<file path="config.mk">
export PLATFORM = sky130hd
export DESIGN_NAME = run_ctrl
export DESIGN_NICKNAME = d
export VERILOG_FILES = /design/src/rtl/run_ctrl_pkg.sv /design/src/rtl/run_cnt.sv /design/src/rtl/run_ctrl.sv
export SDC_FILE = /design/constraint.sdc
export NUM_CORES = 1
export LEC_CHECK = 0
export ABC_AREA = 1
export CORE_MARGIN = 3
export CORE_UTILIZATION = 46
export CTS_CLUSTER_DIAMETER = 150
export DETAILED_ROUTE_END_ITERATION = 12
export PLACE_DENSITY_LB_ADDON = 0.25
export SLEW_MARGIN = 30
export SYNTH_ARGS = -nofsm -noshare
export SYNTH_HDL_FRONTEND = slang
export SYNTH_HIERARCHICAL = 1
export SYNTH_SLANG_ARGS = --single-unit
</file>
<file path="constraint.sdc">
create_clock -name clk -period 1.9 [get_ports clk]
set_input_delay 0.38 -clock clk [delete_from_list [all_inputs] [get_ports clk]]
set_output_delay 0.38 -clock clk [all_outputs]
set_load 0.02 [all_outputs]
</file>
<file path="src/rtl/run_ctrl_pkg.sv">
// ---------------------------------------------------------------------------
// run_ctrl_pkg
// Shared types for the run sequencer: FSM state and run status encodings.
// Revision: 1.0
// ---------------------------------------------------------------------------
`default_nettype none

package run_ctrl_pkg;

  // Sequencer states.
  typedef enum logic [1:0] {
    IDLE   = 2'd0,
    RESET  = 2'd1,
    RUN    = 2'd2,
    REPORT = 2'd3
  } run_state_t;

  // Reported run outcome; the RS_ prefix keeps RS_TIMEOUT clear of the
  // TIMEOUT parameter of run_ctrl.
  typedef enum logic [1:0] {
    RS_OK      = 2'b00,
    RS_TIMEOUT = 2'b01,
    RS_ABORT   = 2'b10
  } run_status_t;

endpackage

`default_nettype wire

</file>
<file path="src/rtl/run_cnt.sv">
// ---------------------------------------------------------------------------
// run_cnt
// CW-bit up counter with synchronous clear, count enable and a saturation
// flag. The count sticks at all-ones and never wraps.
// Revision: 1.0
// ---------------------------------------------------------------------------
`default_nettype none

module run_cnt #(
  parameter int unsigned CW = 16
) (
  input  logic          clk,
  input  logic          reset_n,
  input  logic          clear,
  input  logic          en,
  output logic [CW-1:0] count,
  output logic          sat
);

  assign sat = &count;

  // Clear has priority over enable; a saturated count holds.
  always_ff @(posedge clk or negedge reset_n) begin
    if (!reset_n) begin
      count <= '0;
    end else if (clear) begin
      count <= '0;
    end else if (en && !sat) begin
      count <= count + CW'(1);
    end
  end

endmodule

`default_nettype wire

</file>
<file path="src/rtl/run_ctrl.sv">
// ---------------------------------------------------------------------------
// run_ctrl
// Run sequencer in front of the processor core. Holds the core in reset
// while idle, issues a REQ_CYCLES reset pulse on start, counts RUN cycles
// until core_done or abort, then reports status and cycle count.
// Optional watchdog: define RUN_CTRL_TIMEOUT_EN to end a run after TIMEOUT
// RUN cycles with status TIMEOUT.
// Revision: 1.0
// ---------------------------------------------------------------------------
`default_nettype none

module run_ctrl
  import run_ctrl_pkg::*;
#(
  parameter int unsigned REQ_CYCLES = 2,
  parameter int unsigned CW         = 16,
  parameter int unsigned TIMEOUT    = 16'd50000
) (
  input  logic          clk,
  input  logic          reset_n,
  input  logic          start,
  input  logic          abort,
  input  logic          core_done,
  output logic          core_req,
  output logic          busy,
  output logic          run_valid,
  output logic [1:0]    run_status,
  output logic [CW-1:0] cycle_count
);

  // Width of the RESET-length counter; at least one bit even for REQ_CYCLES=1.
  localparam int unsigned     RW       = (REQ_CYCLES > 1) ? $clog2(REQ_CYCLES) : 1;
  localparam logic [RW-1:0]   RST_LAST = RW'(REQ_CYCLES - 1);
  localparam logic [CW-1:0]   TO_LAST  = CW'(TIMEOUT - 1);

`ifdef RUN_CTRL_TIMEOUT_EN
  localparam bit TO_EN = 1'b1;
`else
  localparam bit TO_EN = 1'b0;
`endif

  run_state_t    state;
  run_state_t    state_nxt;
  run_status_t   status_r;
  run_status_t   status_nxt;
  logic [RW-1:0] rcnt;
  logic          cnt_clr;
  logic          cnt_en;
  logic          cnt_sat;
  logic [CW-1:0] count;
  logic          to_hit;

  // Watchdog fires on the RUN cycle whose count already reads TIMEOUT-1.
  assign to_hit = TO_EN && (count == TO_LAST);

  run_cnt #(
    .CW(CW)
  ) u_run_cnt (
    .clk     (clk),
    .reset_n (reset_n),
    .clear   (cnt_clr),
    .en      (cnt_en),
    .count   (count),
    .sat     (cnt_sat)
  );

  // Next-state, report status and counter control; abort > done > timeout.
  always_comb begin
    state_nxt  = state;
    status_nxt = status_r;
    cnt_clr    = 1'b0;
    cnt_en     = 1'b0;
    case (state)
      IDLE: begin
        if (start) begin
          state_nxt = RESET;
        end
      end
      RESET: begin
        if (abort) begin
          state_nxt  = REPORT;
          status_nxt = RS_ABORT;
        end else if (rcnt == RST_LAST) begin
          state_nxt = RUN;
          cnt_clr   = 1'b1;
        end
      end
      RUN: begin
        if (abort) begin
          state_nxt  = REPORT;
          status_nxt = RS_ABORT;
        end else if (core_done) begin
          state_nxt  = REPORT;
          status_nxt = RS_OK;
        end else if (to_hit) begin
          state_nxt  = REPORT;
          status_nxt = RS_TIMEOUT;
        end else begin
          cnt_en = !cnt_sat;
        end
      end
      REPORT: begin
        state_nxt = IDLE;
      end
      default: begin
        state_nxt = IDLE;
      end
    endcase
  end

  // State register and RESET-length counter (restarts on every RESET entry).
  always_ff @(posedge clk or negedge reset_n) begin
    if (!reset_n) begin
      state <= IDLE;
      rcnt  <= '0;
    end else begin
      state <= state_nxt;
      if ((state == RESET) && (state_nxt == RESET)) begin
        rcnt <= rcnt + RW'(1);
      end else begin
        rcnt <= '0;
      end
    end
  end

  // Registered outputs decoded from the next state so they align with it.
  always_ff @(posedge clk or negedge reset_n) begin
    if (!reset_n) begin
      core_req  <= 1'b1;
      busy      <= 1'b0;
      run_valid <= 1'b0;
      status_r  <= RS_OK;
    end else begin
      core_req  <= (state_nxt != RUN);
      busy      <= (state_nxt == RESET) || (state_nxt == RUN);
      run_valid <= (state_nxt == REPORT);
      status_r  <= status_nxt;
    end
  end

  assign run_status  = status_r;
  assign cycle_count = count;

endmodule

`default_nettype wire

</file>
==> results of run 1 <==
[power breakdown]
| group | internal, uW | total, uW | switching, uW | leakage [uW] |
|---|---|---|---|---|
| clock | 82.3 | 232 | 149 | 0.0000150 |
| sequential | 609 | 695 | 86.1 | 0.000301 |
| combinational | 330 | 768 | 438 | 0.000633 |
| total | 1020 | 1690 | 674 | 0.000949 |
[routing by layer]
metal,vias up,track usage (%)
li1,720,-
met1,655,25.0
met2,49,36.6
met3,7,5.45
met4,0,5.45
met5,-,0
[sequential cells by signal (all words and copies together), names as in the netlist]
signal,count
u_run_cnt/count,16
state,2
busy,1
core_req,1
rcnt,1
run_status,1
run_valid,1
[cell type report]
| class | count | area share [%] |
|---|---|---|
| multi-input cells | 152 | 39.9 |
| flip-flops and latches | 23 | 31.2 |
| repair buffers | 42 | 20.5 |
| inverters | 24 | 4.85 |
| well taps | 31 | 2.09 |
| clock buffers | 4 | 1.41 |
[metrics by stage]
step	setup WS (ns)	instance area [um^2]	hold slack, ns
CTS	0.0287	1830	0.396
floorplan	0.000924	1420	0.0844
global route	0.0152	1860	0.410
global placement	0.0848	1810	0.447
detailed placement	0.0552	1810	0.454
finish	0.0686	1860	0.388
[cells in the final DEF, fill, tap and decap left out]
| master | instances |
|---|---|
| buf_4 | 17 |
| nor2_1 | 23 |
| dfstp_2 | 1 |
| nor2_4 | 4 |
| nand3_2 | 1 |
| nand2_2 | 2 |
| clkbuf_1 | 1 |
| nor3_2 | 2 |
| clkbuf_4 | 3 |
| nand3_1 | 18 |
| o21ai_2 | 1 |
| xor2_1 | 3 |
| buf_6 | 1 |
| nand4_1 | 10 |
| dlymetal6s2s_1 | 1 |
| dfrtp_2 | 2 |
| inv_1 | 24 |
| dfrtp_1 | 20 |
| o21ai_0 | 1 |
| ha_1 | 4 |
| conb_1 | 1 |
| nand2_1 | 73 |
| a21oi_1 | 4 |
| nor2_2 | 2 |
| clkdlybuf4s50_1 | 23 |
| o21ai_1 | 3 |
[cells by family after synthesis]
kind of cell	count (synthesis)	share of synthesized area [%]
fa+ha+maj	4	3.54
flops	23	40.8
xor+xnor	3	1.86
other cells	1	0.265
simple gates	135	41.8
compound gates	9	3.45
buf+inv	28	8.32
[worst min-delay path by stage]
stage | start | to | slack [ns]
after CTS | reset_n | u_run_cnt/count[6] | 0.40
after global routing | reset_n | u_run_cnt/count[6] | 0.41
final | reset_n | u_run_cnt/count[6] | 0.39
after detailed placement | rcnt | rcnt | 0.45
after global placement | rcnt | rcnt | 0.45
after floorplan | reset_n | busy | 0.08
==> impl_results.md, run 1 <==
- Status: finished, final reports clean
- Die area: 3770 um^2
- Clock tree sinks: 23
- #FFs+latches synth: 23
- First-pass GRT wire length: 5870 um
- CTS clk-pin slew, worst paths: 0.13 ns
- Final Hold Fails: 0
- TritonCTS clock tree: done
- Final GP Congestion: 0.841
- Startpoint class of the critical path: flip-flop
- Clock Path Buffers: 2
- Die H: 61.4 um
- First drt pass iteration count: 4
- DRC errors left: 0
- Post-synthesis sequential area ratio: 40.8%
- Nets: 255
- Tot Pwr: 1690 uW
- Post-synth EDFFs: 0
- Final core utilization: 65.1%
- Routed vias/inst: 5.18
- Distinct cells, synth: 22
- Wire length on met3: 233 um
- # IOs: 26
- H-Tree Depth: 1
- Initial Util: 49.6%
- DR top layer: met4
- Max Slew Vio Count: 0
- Remaining Overflow, GRT: 0
- Worst r2r dst: u_run_cnt/count[9]
- Number of hold buffers added after CTS: 0
- Leak: 0.000949 uW
- Worst path required time: 1.52 ns
- Asr flop ratio synth: 100%
- Mapped Area: 1410 um^2
- Core area: 2850 um^2
- CP Capture Type: output pin
- Max IR drop VDD: 0.705 mV
- Area grow syn2layout: 31.4%
- CP max FO: 5
- Finished Layout Cells: 276
- Yosys top cell by area: dfrtp_1
- Share of layout cells above drive strength 1: 14.7%
- RSZ-0062 raised after global routing: false
- Reg2Reg Depth: 12
- MaxCap Viol Count: 0
- Setup TNS: 0 ns
- Post-DP HPWL: 2560 um
- R2r startpoint: u_run_cnt/count[0]
- Avg WL per Cell: 12.2 um
- Worst setup path endpoint: cycle_count[8]
- Synth top cells by count: nand2_1 (73), inv_1 (24), nor2_1 (24), dfrtp_1 (22), nand3_1 (19)
- Root Buffer: clkbuf_4
- Dominant cells by area after synthesis: dfrtp_1 (39%), nand2_1 (19%), nand3_1 (6.7%), inv_1 (6.4%), nor2_1 (6.4%)
- Avg Inst Size Synth: 6.96 um^2
- Post-CTS setup buffer count: 0
- Syn Nets: 212
- Number of global-route vias before repair: 1,372
- Post-synthesis instance total: 203
- Final Cycle Share: 96.4%
- Max incr delay on CP: 0.61 ns
- Skew-Pair Late Insertion Delay: 0.32 ns
- Main synth FF type: dfrtp_1
- Total routed wirelength: 3370 um
- Post-CTS Resized: 0
- Stages on the worst setup path: 2
- Yosys warnings: 6
- Sequential cell area: 579 um^2
- Filler instances: 265
- Post-Place Cells: 272
- Number of setup violations in the final report: 0
- CTS buffer count: 3
- Top cell type's share of synthesized area: 38.9%
- Crit path kind: reg -> out
- CP Buf/Inv Count: 2
- DR vias: 1,431
- ANT nets after route: 0
- Antenna violations before repair: 0
- Clock skew: 0.0110 ns
- M1 WL: 1440 um
- Cell area power density: 912 nW/um^2
- F_max: 0.546 GHz
- Hold Crit Class: in -> async
- Crit path launch: u_run_cnt/count[8]
- Number of diodes: 0
- Total GRT Usage: 20.7%
- Initial DRC count: 49
- Die width: 61.4 um
- Largest net degree at the start of global routing: 24
- Met2 wire length: 1650 um
- Delay-heaviest family, CP: buffers and inverters
- Slowest CP cell: clkdlybuf4s50_1
- Minimum clock period: 1.83 ns
- Arrival time at the worst endpoint: 1.45 ns
- Area of the multi-input gates: 742 um^2
- Cell Chain, Critical Path: buf_4 > clkdlybuf4s50_1
- Input/output buffers: 24
- Most instantiated library cell after synthesis: nand2_1
- Row cnt: 19
- R2r setup slk: 0.12 ns
(Power assumes the default switching activity.)
==> inputs of run 2 (changes only) <==
CORE_MARGIN = unset   (was 3)
==> impl_results.md, run 2 (synthesized netlist as in run 1, its figures left out) <==
- Status: finished, violations left (was finished, final reports clean)
- Failing checks: DRC
- Sequential cell area: 578 um^2 (was 579 um^2)
- Post-DP HPWL: 2400 um (was 2560 um)
- Total routed wirelength: 3200 um (was 3370 um)
- Share of layout cells above drive strength 1: 12.1% (was 14.7%)
- Max IR drop VDD: 0.642 mV (was 0.705 mV)
- Worst path required time: 1.52 ns (about the same)
- Total GRT Usage: 21.4% (was 20.7%)
- Final GP Congestion: 0.870 (was 0.841)
- ANT nets after route: 0 (unchanged)
- First-pass GRT wire length: 5490 um (was 5870 um)
- Area of the multi-input gates: 734 um^2 (was 742 um^2)
- Core area: 2830 um^2 (was 2850 um^2)
- Avg WL per Cell: 11.8 um (was 12.2 um)
- Remaining Overflow, GRT: 0 (unchanged)
- Antenna violations before repair: 0 (unchanged)
- Hold Crit Class: in -> async (unchanged)
- Final Hold Fails: 0 (unchanged)
- DR vias: 1,409 (was 1,431)
- Min Hold Slack: 0.397 ns (was 0.388 ns)
- Initial Util: 50.0% (was 49.6%)
- R2r startpoint: u_run_cnt/count[0] (unchanged)
- Largest net degree at the start of global routing: 24 (unchanged)
- TritonCTS clock tree: done (unchanged)
- First drt pass iteration count: 8 (was 4)
- Slowest CP cell: clkdlybuf4s50_1 (unchanged)
- Number of setup violations in the final report: 0 (unchanged)
- Post-CTS setup buffer count: 0 (unchanged)
- Input/output buffers: 24 (unchanged)
- MaxCap Viol Count: 0 (unchanged)
- Clock tree sinks: 23 (unchanged)
- Stages on the worst setup path: 1 (was 2)
- Cell area power density: 941 nW/um^2 (was 912 nW/um^2)
- Cell Chain, Critical Path: clkdlybuf4s50_1 (was buf_4 > clkdlybuf4s50_1)
- RSZ-0062 raised after global routing: false (unchanged)
- Delay-heaviest family, CP: buffers and inverters (unchanged)
- Max incr delay on CP: 0.59 ns (was 0.61 ns)
- CP Capture Type: output pin (unchanged)
- Startpoint class of the critical path: flip-flop (unchanged)
- Commonest non-fill, non-tap cell in the layout: nand2_1 (unchanged)
- CP Buf/Inv Count: 1 (was 2)
- Routed vias/inst: 5.20 (was 5.18)
- Skew-Pair Late Insertion Delay: 0.31 ns (was 0.32 ns)
- Worst r2r dst: u_run_cnt/count[11] (was u_run_cnt/count[9])
- CTS buffer count: 3 (unchanged)
- Initial DRC count: 48 (was 49)
- DRC errors left: 2 (was 0)
- Row cnt: 19 (unchanged)
- Leak: 0.000926 uW (was 0.000949 uW)
- Clock skew: 0.00192 ns (was 0.0110 ns)
- Nets: 250 (was 255)
- Number of diodes: 0 (unchanged)
- CTS clk-pin slew, worst paths: 0.13 ns (about the same)
- Die area: 3300 um^2 (was 3770 um^2)
- Filler instances: 260 (was 265)
- Crit path launch: core_req (was u_run_cnt/count[8])
- Max Slew Vio Count: 0 (unchanged)
- CP max FO: 1 (was 5)
- Clock Path Buffers: 2 (unchanged)
- F_max: 0.550 GHz (was 0.546 GHz)
- Most frequent cells in the layout: nand2_1 (73), inv_1 (24), nor2_1 (24) (was nand2_1 (73), inv_1 (24), nor2_1 (23), clkdlybuf4s50_1 (23), dfrtp_1 (20))
- Die H: 57.4 um (was 61.4 um)
- Max reg flops: 16 (unchanged)
- Reg2Reg Depth: 11 (was 12)
- Crit path kind: reg -> out (unchanged)
- H-Tree Depth: 1 (unchanged)
- Minimum clock period: 1.82 ns (was 1.83 ns)
- Arrival time at the worst endpoint: 1.44 ns (was 1.45 ns)
- Root Buffer: clkbuf_4 (unchanged)
- Die width: 57.4 um (was 61.4 um)
- Tot Pwr: 1710 uW (was 1690 uW)
- Worst setup path endpoint: core_req (was cycle_count[8])
- Biggest registers after layout: u_run_cnt/count: 16 flops, state: 2 flops (unchanged)
- R2r setup slk: 0.11 ns (was 0.12 ns)
- Most flops, register: u_run_cnt/count (unchanged)
- # IOs: 26 (unchanged)
- Number of global-route vias before repair: 1,291 (was 1,372)
- Final Cycle Share: 95.6% (was 96.4%)
- Area grow syn2layout: 28.2% (was 31.4%)
==> run 2: area by class of cell <==
type | count | share of cell area [%]
multi-input combinational | 152 | 40.5
clock buffer | 3 | 1.24
tap | 31 | 2.14
inverter | 24 | 4.97
timing repair buffer | 37 | 19.0
sequential | 23 | 31.9
clock inverter | 1 | 0.276
==> run 2: per-stage QoR <==
step           setup TNS (ns)  setup slack, ns  instance area [um^2]  std cells  utilization [%]
2_1_floorplan               0         0.000924                  1420        203                -
3_3_place_gp                0           0.0678                  1770        267             62.5
3_5_place_dp         -0.00378         -0.00233                  1770        267             62.5
4_1_cts                     0           0.0375                  1800        271             63.6
5_1_grt                     0          0.00938                  1810        271             64.1
6_report                    0           0.0834                  1810        271             64.1
==> run 2: worst min-delay path by stage <==
| stage | from | to | cells past startpoint |
|---|---|---|---|
| 2_1_floorplan | reset_n | busy | 0 |
| 3_3_place_gp | rcnt | rcnt | 1 |
| 3_5_place_dp | rcnt | rcnt | 1 |
| 4_1_cts | reset_n | u_run_cnt/count[9] | 2 |
| 5_1_grt | reset_n | u_run_cnt/count[12] | 2 |
| 6_report | reset_n | u_run_cnt/count[2] | 2 |
==> run 2: repair_timing <==
action                                  CTS  global route
gates resized for setup                   1             3
hold buffers                              0             0
endpoints found under the setup margin   11            17
hold endpoints to repair                  0             0
pin swaps                                 1             0
==> run 2: metal layers <==
| metal | global-route usage, % | vias up | part of all wire [%] |
|---|---|---|---|
| li1 | - | 713 | - |
| met1 | 27.7 | 661 | 46 |
| met2 | 36.2 | 33 | 50 |
| met3 | 4.54 | 2 | 4.1 |
| met4 | 5.57 | 0 | 0.28 |
| met5 | 0 | - | 0 |
==> run 2: where the power goes <==
part           internal [uW]  switching (uW)  leakage (uW)
Combinational            339             471      0.000606
Clock                   78.7             149     0.0000177
Sequential               607            61.5      0.000302
Total                   1020             681      0.000926
